`src/rtl/uart_rx_ovs_if.sv`:
```
// Read-side bundle of the oversampling UART receiver: FIFO head word, its error tags and the
// valid/ready pop handshake.
//   rx_d_o       head data, right-justified, zero-extended
//   rx_err_o     head tags {frame_err, parity_err}
//   rx_d_valid_o FIFO not empty
//   rx_d_ready_i consumer pops the head
// master: the receiver; slave: the register/DMA reader.
interface uart_rx_ovs_if #(
  parameter int unsigned DATA_W = 9
);
  logic [DATA_W-1:0] rx_d_o;
  logic [1:0]        rx_err_o;
  logic              rx_d_valid_o;
  logic              rx_d_ready_i;

  modport master (output rx_d_o, output rx_err_o, output rx_d_valid_o, input rx_d_ready_i);
  modport slave  (input rx_d_o, input rx_err_o, input rx_d_valid_o, output rx_d_ready_i);
endinterface

```
`src/rtl/uart_rx_ovs.sv`:
```
// Oversampling UART receiver in the system clock domain. A baud tick generator paces a phase
// counter. Each bit is resolved by a 3-sample majority vote around mid-bit. Received words enter
// a first-word fall-through FIFO, tagged with their frame/parity errors.
// Ports:
//   clk, rst_n           system clock, synchronous active-low reset
//   rx_i                 asynchronous serial line, idle high
//   en_i                 receiver enable
//   baud_div_i           clk cycles per oversample tick (0 acts as 1)
//   data_bits_i          data bits per frame, clamped to 5..DATA_W
//   parity_en_i/_odd_i   parity enable / odd select
//   dstop_i              two stop bits
//   flush_i              synchronous FIFO clear
//   rd                   FIFO read port (uart_rx_ovs_if.master)
//   rts_n_o              0 while the FIFO has more than RTS_MARGIN free entries
//   overrun_o, break_o   one-cycle event pulses
//   fifo_cnt_o           FIFO occupancy
//   wakeup_o             FSM busy with a frame
module uart_rx_ovs #(
  parameter int unsigned DATA_W     = 9,
  parameter int unsigned OVS        = 16,
  parameter int unsigned DIV_W      = 16,
  parameter int unsigned FIFO_DEPTH = 8,
  parameter int unsigned RTS_MARGIN = 2
) (
  input  logic                          clk,
  input  logic                          rst_n,
  input  logic                          rx_i,
  input  logic                          en_i,
  input  logic [DIV_W-1:0]              baud_div_i,
  input  logic [3:0]                    data_bits_i,
  input  logic                          parity_en_i,
  input  logic                          parity_odd_i,
  input  logic                          dstop_i,
  input  logic                          flush_i,
  uart_rx_ovs_if.master                 rd,
  output logic                          rts_n_o,
  output logic                          overrun_o,
  output logic                          break_o,
  output logic [$clog2(FIFO_DEPTH):0]   fifo_cnt_o,
  output logic                          wakeup_o
);
  localparam int unsigned PH_W  = $clog2(OVS);
  localparam int unsigned BC_W  = $clog2(DATA_W + 1);
  localparam int unsigned AW    = $clog2(FIFO_DEPTH);
  localparam int unsigned CNT_W = AW + 1;
  localparam int unsigned WW    = DATA_W + 2;
  localparam logic [PH_W-1:0] PhS0  = PH_W'(OVS / 2 - 1);
  localparam logic [PH_W-1:0] PhS1  = PH_W'(OVS / 2);
  localparam logic [PH_W-1:0] PhRes = PH_W'(OVS / 2 + 1);

  typedef enum logic [2:0] {StIdle, StStart, StData, StParity, StStop, StDstop, StBreak} state_e;

  // Input synchroniser, idles high so reset never looks like a start bit.
  logic rx_meta_q, rxs_q;
  always_ff @(posedge clk) begin
    if (!rst_n) begin
      rx_meta_q <= 1'b1;
      rxs_q     <= 1'b1;
    end else begin
      rx_meta_q <= rx_i;
      rxs_q     <= rx_meta_q;
    end
  end

  // Baud tick generator.
  logic [DIV_W-1:0] tick_cnt_q, reload;
  logic             tick;
  assign reload = (baud_div_i == '0) ? '0 : baud_div_i - DIV_W'(1);
  assign tick   = en_i && (tick_cnt_q == '0);
  always_ff @(posedge clk) begin
    if (!rst_n)              tick_cnt_q <= '0;
    else if (!en_i || tick)  tick_cnt_q <= reload;
    else                     tick_cnt_q <= tick_cnt_q - DIV_W'(1);
  end

  state_e state_q, state_d;
  logic   start_det;
  assign start_det = (state_q == StIdle) && en_i && !rxs_q;

  // Phase counter and vote samples; phase 0 is aligned to the detected falling edge.
  logic [PH_W-1:0] ph_q;
  logic            s0_q, s1_q, vote, vote_now;
  always_ff @(posedge clk) begin
    if (!rst_n) begin
      ph_q <= '0;
      s0_q <= 1'b1;
      s1_q <= 1'b1;
    end else begin
      if (start_det)  ph_q <= '0;
      else if (tick)  ph_q <= ph_q + PH_W'(1);
      if (tick && ph_q == PhS0) s0_q <= rxs_q;
      if (tick && ph_q == PhS1) s1_q <= rxs_q;
    end
  end
  assign vote     = (s0_q & s1_q) | (s0_q & rxs_q) | (s1_q & rxs_q);
  assign vote_now = tick && (ph_q == PhRes);

  // Frame configuration, frozen for the whole frame.
  logic [BC_W-1:0] nbits_clamp, nbits_q;
  logic            par_en_q, par_odd_q, dstop_q;
  always_comb begin
    if (data_bits_i < 4'd5)                nbits_clamp = BC_W'(5);
    else if (32'(data_bits_i) > DATA_W)    nbits_clamp = BC_W'(DATA_W);
    else                                   nbits_clamp = BC_W'(data_bits_i);
  end
  always_ff @(posedge clk) begin
    if (!rst_n) begin
      nbits_q   <= BC_W'(5);
      par_en_q  <= 1'b0;
      par_odd_q <= 1'b0;
      dstop_q   <= 1'b0;
    end else if (start_det) begin
      nbits_q   <= nbits_clamp;
      par_en_q  <= parity_en_i;
      par_odd_q <= parity_odd_i;
      dstop_q   <= dstop_i;
    end
  end

  logic [DATA_W-1:0] shift_q, shift_d;
  logic [BC_W-1:0]   bit_cnt_q, bit_cnt_d;
  logic              par_err_q, par_err_d, par_bit_q, par_bit_d;
  logic              push_q, push_d, brk_q, brk_d;
  logic [WW-1:0]     push_word_q, push_word_d;

  always_ff @(posedge clk) begin
    if (!rst_n) begin
      state_q     <= StIdle;
      shift_q     <= '0;
      bit_cnt_q   <= '0;
      par_err_q   <= 1'b0;
      par_bit_q   <= 1'b0;
      push_q      <= 1'b0;
      push_word_q <= '0;
      brk_q       <= 1'b0;
    end else begin
      state_q     <= state_d;
      shift_q     <= shift_d;
      bit_cnt_q   <= bit_cnt_d;
      par_err_q   <= par_err_d;
      par_bit_q   <= par_bit_d;
      push_q      <= push_d;
      push_word_q <= push_word_d;
      brk_q       <= brk_d;
    end
  end

  always_comb begin
    state_d     = state_q;
    shift_d     = shift_q;
    bit_cnt_d   = bit_cnt_q;
    par_err_d   = par_err_q;
    par_bit_d   = par_bit_q;
    push_d      = 1'b0;
    push_word_d = push_word_q;
    brk_d       = 1'b0;
    unique case (state_q)
      StIdle: begin
        if (start_det) begin
          state_d   = StStart;
          shift_d   = '0;
          bit_cnt_d = '0;
          par_err_d = 1'b0;
          par_bit_d = 1'b0;
        end
      end
      StStart: if (vote_now) state_d = vote ? StIdle : StData;
      StData: begin
        if (vote_now) begin
          shift_d   = shift_q | (DATA_W'(vote) << bit_cnt_q);
          bit_cnt_d = bit_cnt_q + BC_W'(1);
          if (bit_cnt_q == nbits_q - BC_W'(1)) state_d = par_en_q ? StParity : StStop;
        end
      end
      StParity: begin
        if (vote_now) begin
          par_bit_d = vote;
          par_err_d = (^shift_q) ^ vote ^ par_odd_q;
          state_d   = StStop;
        end
      end
      StStop: begin
        if (vote_now) begin
          if (vote && dstop_q) begin
            // Push waits for the second stop sample so it can carry frame_err.
            state_d = StDstop;
          end else if (!vote && shift_q == '0 && !par_bit_q) begin
            brk_d   = 1'b1;
            state_d = StBreak;
          end else begin
            push_d      = 1'b1;
            push_word_d = {~vote, par_err_q, shift_q};
            state_d     = StIdle;
          end
        end
      end
      StDstop: begin
        if (vote_now) begin
          push_d      = 1'b1;
          push_word_d = {~vote, par_err_q, shift_q};
          state_d     = StIdle;
        end
      end
      StBreak: if (rxs_q) state_d = StIdle;
      default: state_d = StIdle;
    endcase
    if (!en_i) state_d = StIdle;
  end

  // Receive FIFO, first-word fall-through.
  logic [WW-1:0]    mem [FIFO_DEPTH];
  logic [AW-1:0]    wptr_q, rptr_q;
  logic [CNT_W-1:0] cnt_q;
  logic [WW-1:0]    head;
  logic             full, pop, wr_ok, overrun_q, rts_q;

  assign full  = (cnt_q == CNT_W'(FIFO_DEPTH));
  assign pop   = (cnt_q != '0) && rd.rx_d_ready_i;
  // A simultaneous pop frees the slot the push needs.
  assign wr_ok = push_q && (!full || pop);

  always_ff @(posedge clk) begin
    if (rst_n && wr_ok && !flush_i) mem[wptr_q] <= push_word_q;
  end

  always_ff @(posedge clk) begin
    if (!rst_n) begin
      wptr_q    <= '0;
      rptr_q    <= '0;
      cnt_q     <= '0;
      overrun_q <= 1'b0;
      rts_q     <= 1'b1;
    end else begin
      rts_q <= ~(en_i && ((CNT_W'(FIFO_DEPTH) - cnt_q) > CNT_W'(RTS_MARGIN)));
      if (flush_i) begin
        wptr_q    <= '0;
        rptr_q    <= '0;
        cnt_q     <= '0;
        overrun_q <= 1'b0;
      end else begin
        overrun_q <= push_q && !wr_ok;
        if (wr_ok) wptr_q <= wptr_q + AW'(1);
        if (pop)   rptr_q <= rptr_q + AW'(1);
        case ({wr_ok, pop})
          2'b10:   cnt_q <= cnt_q + CNT_W'(1);
          2'b01:   cnt_q <= cnt_q - CNT_W'(1);
          default: cnt_q <= cnt_q;
        endcase
      end
    end
  end

  assign head            = mem[rptr_q];
  assign rd.rx_d_valid_o = (cnt_q != '0);
  assign rd.rx_d_o       = rd.rx_d_valid_o ? head[DATA_W-1:0] : '0;
  assign rd.rx_err_o     = rd.rx_d_valid_o ? head[WW-1:WW-2] : 2'b00;
  assign fifo_cnt_o      = cnt_q;
  assign overrun_o       = overrun_q;
  assign break_o         = brk_q;
  assign rts_n_o         = rts_q;
  assign wakeup_o        = (state_q != StIdle);
endmodule

```
`src/flat_wrapper.sv`:
```
// flat-port wrapper written by rule: the top's interface ports become plain ports
module uart_rx_ovs_flat 
#(
  parameter int unsigned DATA_W     = 9,
  parameter int unsigned OVS        = 16,
  parameter int unsigned DIV_W      = 16,
  parameter int unsigned FIFO_DEPTH = 8,
  parameter int unsigned RTS_MARGIN = 2
)
  (clk, rst_n, rx_i, en_i, baud_div_i, data_bits_i, parity_en_i, parity_odd_i, dstop_i, flush_i, rts_n_o, overrun_o, break_o, fifo_cnt_o, wakeup_o, rd_rx_d_o, rd_rx_err_o, rd_rx_d_valid_o, rd_rx_d_ready_i);
  uart_rx_ovs_if #(.DATA_W(DATA_W)) rd_i ();
  input  logic clk;
  input  logic rst_n;
  input  logic rx_i;
  input  logic en_i;
  input  logic [DIV_W-1:0] baud_div_i;
  input  logic [3:0] data_bits_i;
  input  logic parity_en_i;
  input  logic parity_odd_i;
  input  logic dstop_i;
  input  logic flush_i;
  output logic rts_n_o;
  output logic overrun_o;
  output logic break_o;
  output logic [$clog2(FIFO_DEPTH):0] fifo_cnt_o;
  output logic wakeup_o;
  output wire logic [$bits(rd_i.rx_d_o)-1:0] rd_rx_d_o;
  output wire logic [$bits(rd_i.rx_err_o)-1:0] rd_rx_err_o;
  output wire logic [$bits(rd_i.rx_d_valid_o)-1:0] rd_rx_d_valid_o;
  input wire logic [$bits(rd_i.rx_d_ready_i)-1:0] rd_rx_d_ready_i;
  assign rd_rx_d_o = rd_i.rx_d_o;
  assign rd_rx_err_o = rd_i.rx_err_o;
  assign rd_rx_d_valid_o = rd_i.rx_d_valid_o;
  assign rd_i.rx_d_ready_i = rd_rx_d_ready_i;
  uart_rx_ovs #(.DATA_W(DATA_W), .OVS(OVS), .DIV_W(DIV_W), .FIFO_DEPTH(FIFO_DEPTH), .RTS_MARGIN(RTS_MARGIN)) u_core (.clk(clk), .rst_n(rst_n), .rx_i(rx_i), .en_i(en_i), .baud_div_i(baud_div_i), .data_bits_i(data_bits_i), .parity_en_i(parity_en_i), .parity_odd_i(parity_odd_i), .dstop_i(dstop_i), .flush_i(flush_i), .rd(rd_i), .rts_n_o(rts_n_o), .overrun_o(overrun_o), .break_o(break_o), .fifo_cnt_o(fifo_cnt_o), .wakeup_o(wakeup_o));
endmodule
```
`config.mk`:
```
export PLATFORM = sky130hd
export DESIGN_NAME = uart_rx_ovs_flat
export DESIGN_NICKNAME = d
export VERILOG_FILES = /design/src/rtl/uart_rx_ovs_if.sv /design/src/rtl/uart_rx_ovs.sv /design/src/flat_wrapper.sv
export SDC_FILE = /design/constraint.sdc
export NUM_CORES = 1
export LEC_CHECK = 0
export CORE_ASPECT_RATIO = 1.5
export CORE_MARGIN = 1
export CORE_UTILIZATION = 45
export CTS_BUF_LIST = sky130_fd_sc_hd__clkbuf_4 sky130_fd_sc_hd__clkbuf_8
export CTS_CLUSTER_DIAMETER = 30
export DETAILED_ROUTE_END_ITERATION = 10
export PLACE_DENSITY = 0.6
export SYNTH_ARGS = -nofsm -noshare
export SYNTH_HDL_FRONTEND = slang
export SYNTH_SLANG_ARGS = --single-unit
```
`constraint.sdc`:
```
create_clock -name clk -period 3.5 [get_ports clk]
set_clock_uncertainty 0.05 [all_clocks]
set_input_delay 0.525 -clock clk [delete_from_list [all_inputs] [get_ports clk]]
set_output_delay 0.525 -clock clk [all_outputs]
set_load 0.02 [all_outputs]
```
==> run metrics <==
asr flop ratio synth 0%; Hold Path Sink u_core.rxs_q; Ports 49; final net count 776; Iteration-0 DRC Markers 263; CTS sink cnt 165; run status finished, final reports clean; Die ar. 0.0177 mm^2; core footprint 0.0168 mm^2; first-pass GRT wire length 26.8 mm; cell count after synthesis 676; Hold Crit Start u_core.rx_meta_q; Logic pwr share 7.8%; Die Ht 162 um; EDFF count, synth 88; data arrival time of the critical path 3.59 ns; Setup TNS 0 ns; Reg power frac 56.0%; sw frac 26.5%; RR Endpoint u_core.fifo_cnt_o[3]; worst reg2reg path startpoint u_core.fifo_cnt_o[0]; HP Class reg2reg; Leak 2.75 nW; most used cell, CP ha_1; via count 5,326; maximum number of pins on one net before global-route repair 31; row cnt 58; Reg clk slew, reported paths 0.10 ns; Die Wd 109 um; # setup viols final 0; kind of critical path reg2reg; DR DRC count 0; GRT Util Overall 19.9%; initial antenna violation count 0; Initial Utilization 46.0%; Power Dens Cells 417 mW/mm^2; total wire length 16.4 mm; Post-CTS Setup Bufs 0; Max-slew headroom 33.9%; vias in the first global route 5,469; sequential area share after synthesis 54.2%; GRT overflow 0; Clock Tree Buf Depth 2; input/output buffers 48; Slew @ Worst Pin 0.985 ns; flop-to-flop setup slack 0.24 ns; fin crit share 93.2%; Top Family by Delay on Critical Path simple AND/OR/NAND/NOR gates; unrepaired setup endpoints after global routing false; number of vias per cell 5.61; wire per inst 17.3 um; post-detailed-route count of antenna-violating nets 0; Critical Path Source Type register; Required @ worst endpoint 3.83 ns; grt met3 use 3.76%; TritonRoute pass-1 iters 5; number of inserted diodes 0; crit end category register; Achievable Freq 0.307 GHz; CTS root buffer clkbuf_8; FF+latch count, synth 165; Crit Path Max Fanout 12; internal power 2.71 mW; dpl cell area 0.00845 mm^2; Clock Latency Late Sink 0.45 ns; peak supply drop 0.000245 V; layout cells sized above 1 11.8%; layer with the highest usage met2; Critical-path top delay cell nor3b_4; Post-Syn Area per Cell 11.4 um^2; CTS tree done; Unique masters post-synth 59; CTS H-tree lvls 4; cts bufs inserted 17; net count after synthesis 726; CP peak stage delay 0.55 ns; maxcap violations 0; Final Max Slew Viols 0; Final min period 3.26 ns; CP Cell Sequence inv_1, ha_1, nor3b_4, inv_1, and2_1, ha_1, ha_1, a21o_1, a21oi_1, xnor2_1, or3_1, a21oi_1; r2r worst-path depth 12; Post-Syn Area 0.00772 mm^2; post-DP HPWL 11.6 mm; hold depth 1; dominant synthesized flop cell edfxtp_1; Hold Buf Count CTS 0; area delta synth->final 14.7%; met2 GRT Util 37.7%; Design Area, Final 0.00885 mm^2; Fillers 1,501; Clk pwr share 36.2%; Hold Fails Final Rpt 0; Sw Pwr 0.975 mW; Finished Core Util 52.8%; RePlAce Congestion 0.822; met1 Use GR 21.5%; CP bufs+invs 2; synth warn 0
power groups by stage:
stage	logic, mW	clock network (mW)	registers (mW)
floorplan	0.193	0	2.10
global placement	0.279	0	2.11
detailed placement	0.286	0	2.11
CTS	0.288	1.37	2.06
global route	0.316	1.44	2.07
finish	0.287	1.34	2.06
repair_timing:
item | 4_1_cts | 5_1_grt
hold endpoints to repair | 0 | 0
setup endpoints to repair | 1 | 0
gates resized for setup | 1 | 0
synthesized netlist by cell type (all sizes together), types with 3 or more instances:
| library cell | instances | area, um^2 |
|---|---|---|
| nand3 | 29 | 145 |
| a21oi | 42 | 210 |
| or4 | 6 | 56.3 |
| xor2 | 17 | 149 |
| or2 | 5 | 31.3 |
| mux4 | 22 | 495 |
| mux2i | 17 | 170 |
| o32ai | 5 | 43.8 |
| nand3b | 6 | 45.0 |
| ha | 20 | 250 |
| o31ai | 15 | 113 |
| nor3b | 3 | 22.5 |
| dfxtp | 77 | 1540 |
| o21a | 8 | 60.1 |
| nand4b | 4 | 35.0 |
| o22ai | 4 | 25.0 |
| buf | 6 | 41.3 |
| nand2b | 11 | 68.8 |
| nor2b | 7 | 43.8 |
| o2111ai | 6 | 52.6 |
| inv | 28 | 105 |
| nand2 | 49 | 184 |
| o21ai | 13 | 65.1 |
| xnor2 | 23 | 201 |
| nand4 | 7 | 43.8 |
| edfxtp | 88 | 2640 |
| clkbuf | 29 | 109 |
| nor4 | 8 | 86.3 |
| or3 | 9 | 61.3 |
| nor3 | 22 | 121 |
| a21o | 4 | 30.0 |
| nor2 | 61 | 229 |
registers in the layout, summed over array words and instances (netlist names), 3 cells and up, named ones only:
name and count:
u_core.tick_cnt_q 16, u_core.state_q 3, u_core.shift_q 9, u_core.wptr_q 3
u_core.ph_q 4, u_core.rptr_q 3, u_core.bit_cnt_q 4, u_core.mem 88
u_core.fifo_cnt_o 4, u_core.push_word_q 11, u_core.nbits_q 4
cells in the final DEF, fill, tap and decap left out, types with 5 or more instances in the layout:
master,n
edfxtp_1,88
xor2_1,17
nand2b_1,11
mux2i_1,17
or3_1,8
or2_2,5
mux4_2,22
clkdlybuf4s50_1,48
nand2_1,49
o2111ai_1,6
a21oi_1,42
xnor2_1,23
nand3b_1,6
o21ai_0,12
inv_1,28
ha_1,20
clkbuf_8,17
nor4_1,5
inv_8,8
o21a_1,8
o31ai_1,15
buf_4,18
nor2_1,61
nor3_1,21
o32ai_1,5
nor2b_1,7
dfxtp_1,77
nand3_1,29
nand4_1,7
kinds of logic (layout without fill, tap and decap cells):
family                     Yosys count  after routing  share of synthesized area, %
xor gates and xnor gates            41             41                          4.83
AOI/OAI and AO/OA                  109            109                          9.14
muxes                               39             39                          8.62
buffers and inverters               63            126                          3.31
adders and majority gates           22             22                          3.63
and+or+nand+nor                    237            237                          16.3
DFF                                165            165                          54.2
per-layer routing:
metal  routed length (um)  part of all wire, %
met5                    0                    0
met4                  391                  2.4
met1                 6510                   40
met3                  463                  2.8
met2                 9040                   55
through the flow:
step	hold slack, ns	worst slack [ns]	instances	power [mW]
final	0.382	0.239	949	3.69
after detailed placement	0.362	-0.0150	917	2.39
after CTS	0.391	0.176	949	3.72
after floorplan	0.336	0.510	676	2.30
after global placement	0.361	0.179	917	2.39
after global routing	0.413	0.0300	949	3.82
area by class of cell:
cell class / count / area [um^2] / share of cell area, %
flip-flops and latches: 165 / 4180 / 47.3
repair buffers: 66 / 616 / 6.96
inverters: 28 / 105 / 1.19
well taps: 210 / 263 / 2.97
multi-input cells: 448 / 3290 / 37.2
clock buffers: 18 / 241 / 2.73
clock inverters: 14 / 150 / 1.70
how the worst max path moves through the flow:
stage	endpoint	cells after the start	start	slack (ns)
CTS	u_core.fifo_cnt_o[3]	12	u_core.fifo_cnt_o[0]	0.18
detailed placement	u_core.fifo_cnt_o[3]	12	u_core.fifo_cnt_o[0]	-0.01
global route	u_core.fifo_cnt_o[3]	12	u_core.fifo_cnt_o[0]	0.03
global placement	u_core.fifo_cnt_o[3]	12	u_core.fifo_cnt_o[0]	0.18
floorplan	u_core.mem[0][0]	7	u_core.fifo_cnt_o[0]	0.51
finish	u_core.fifo_cnt_o[3]	12	u_core.fifo_cnt_o[0]	0.24
Note: power is estimated with default switching activity, not from simulation.
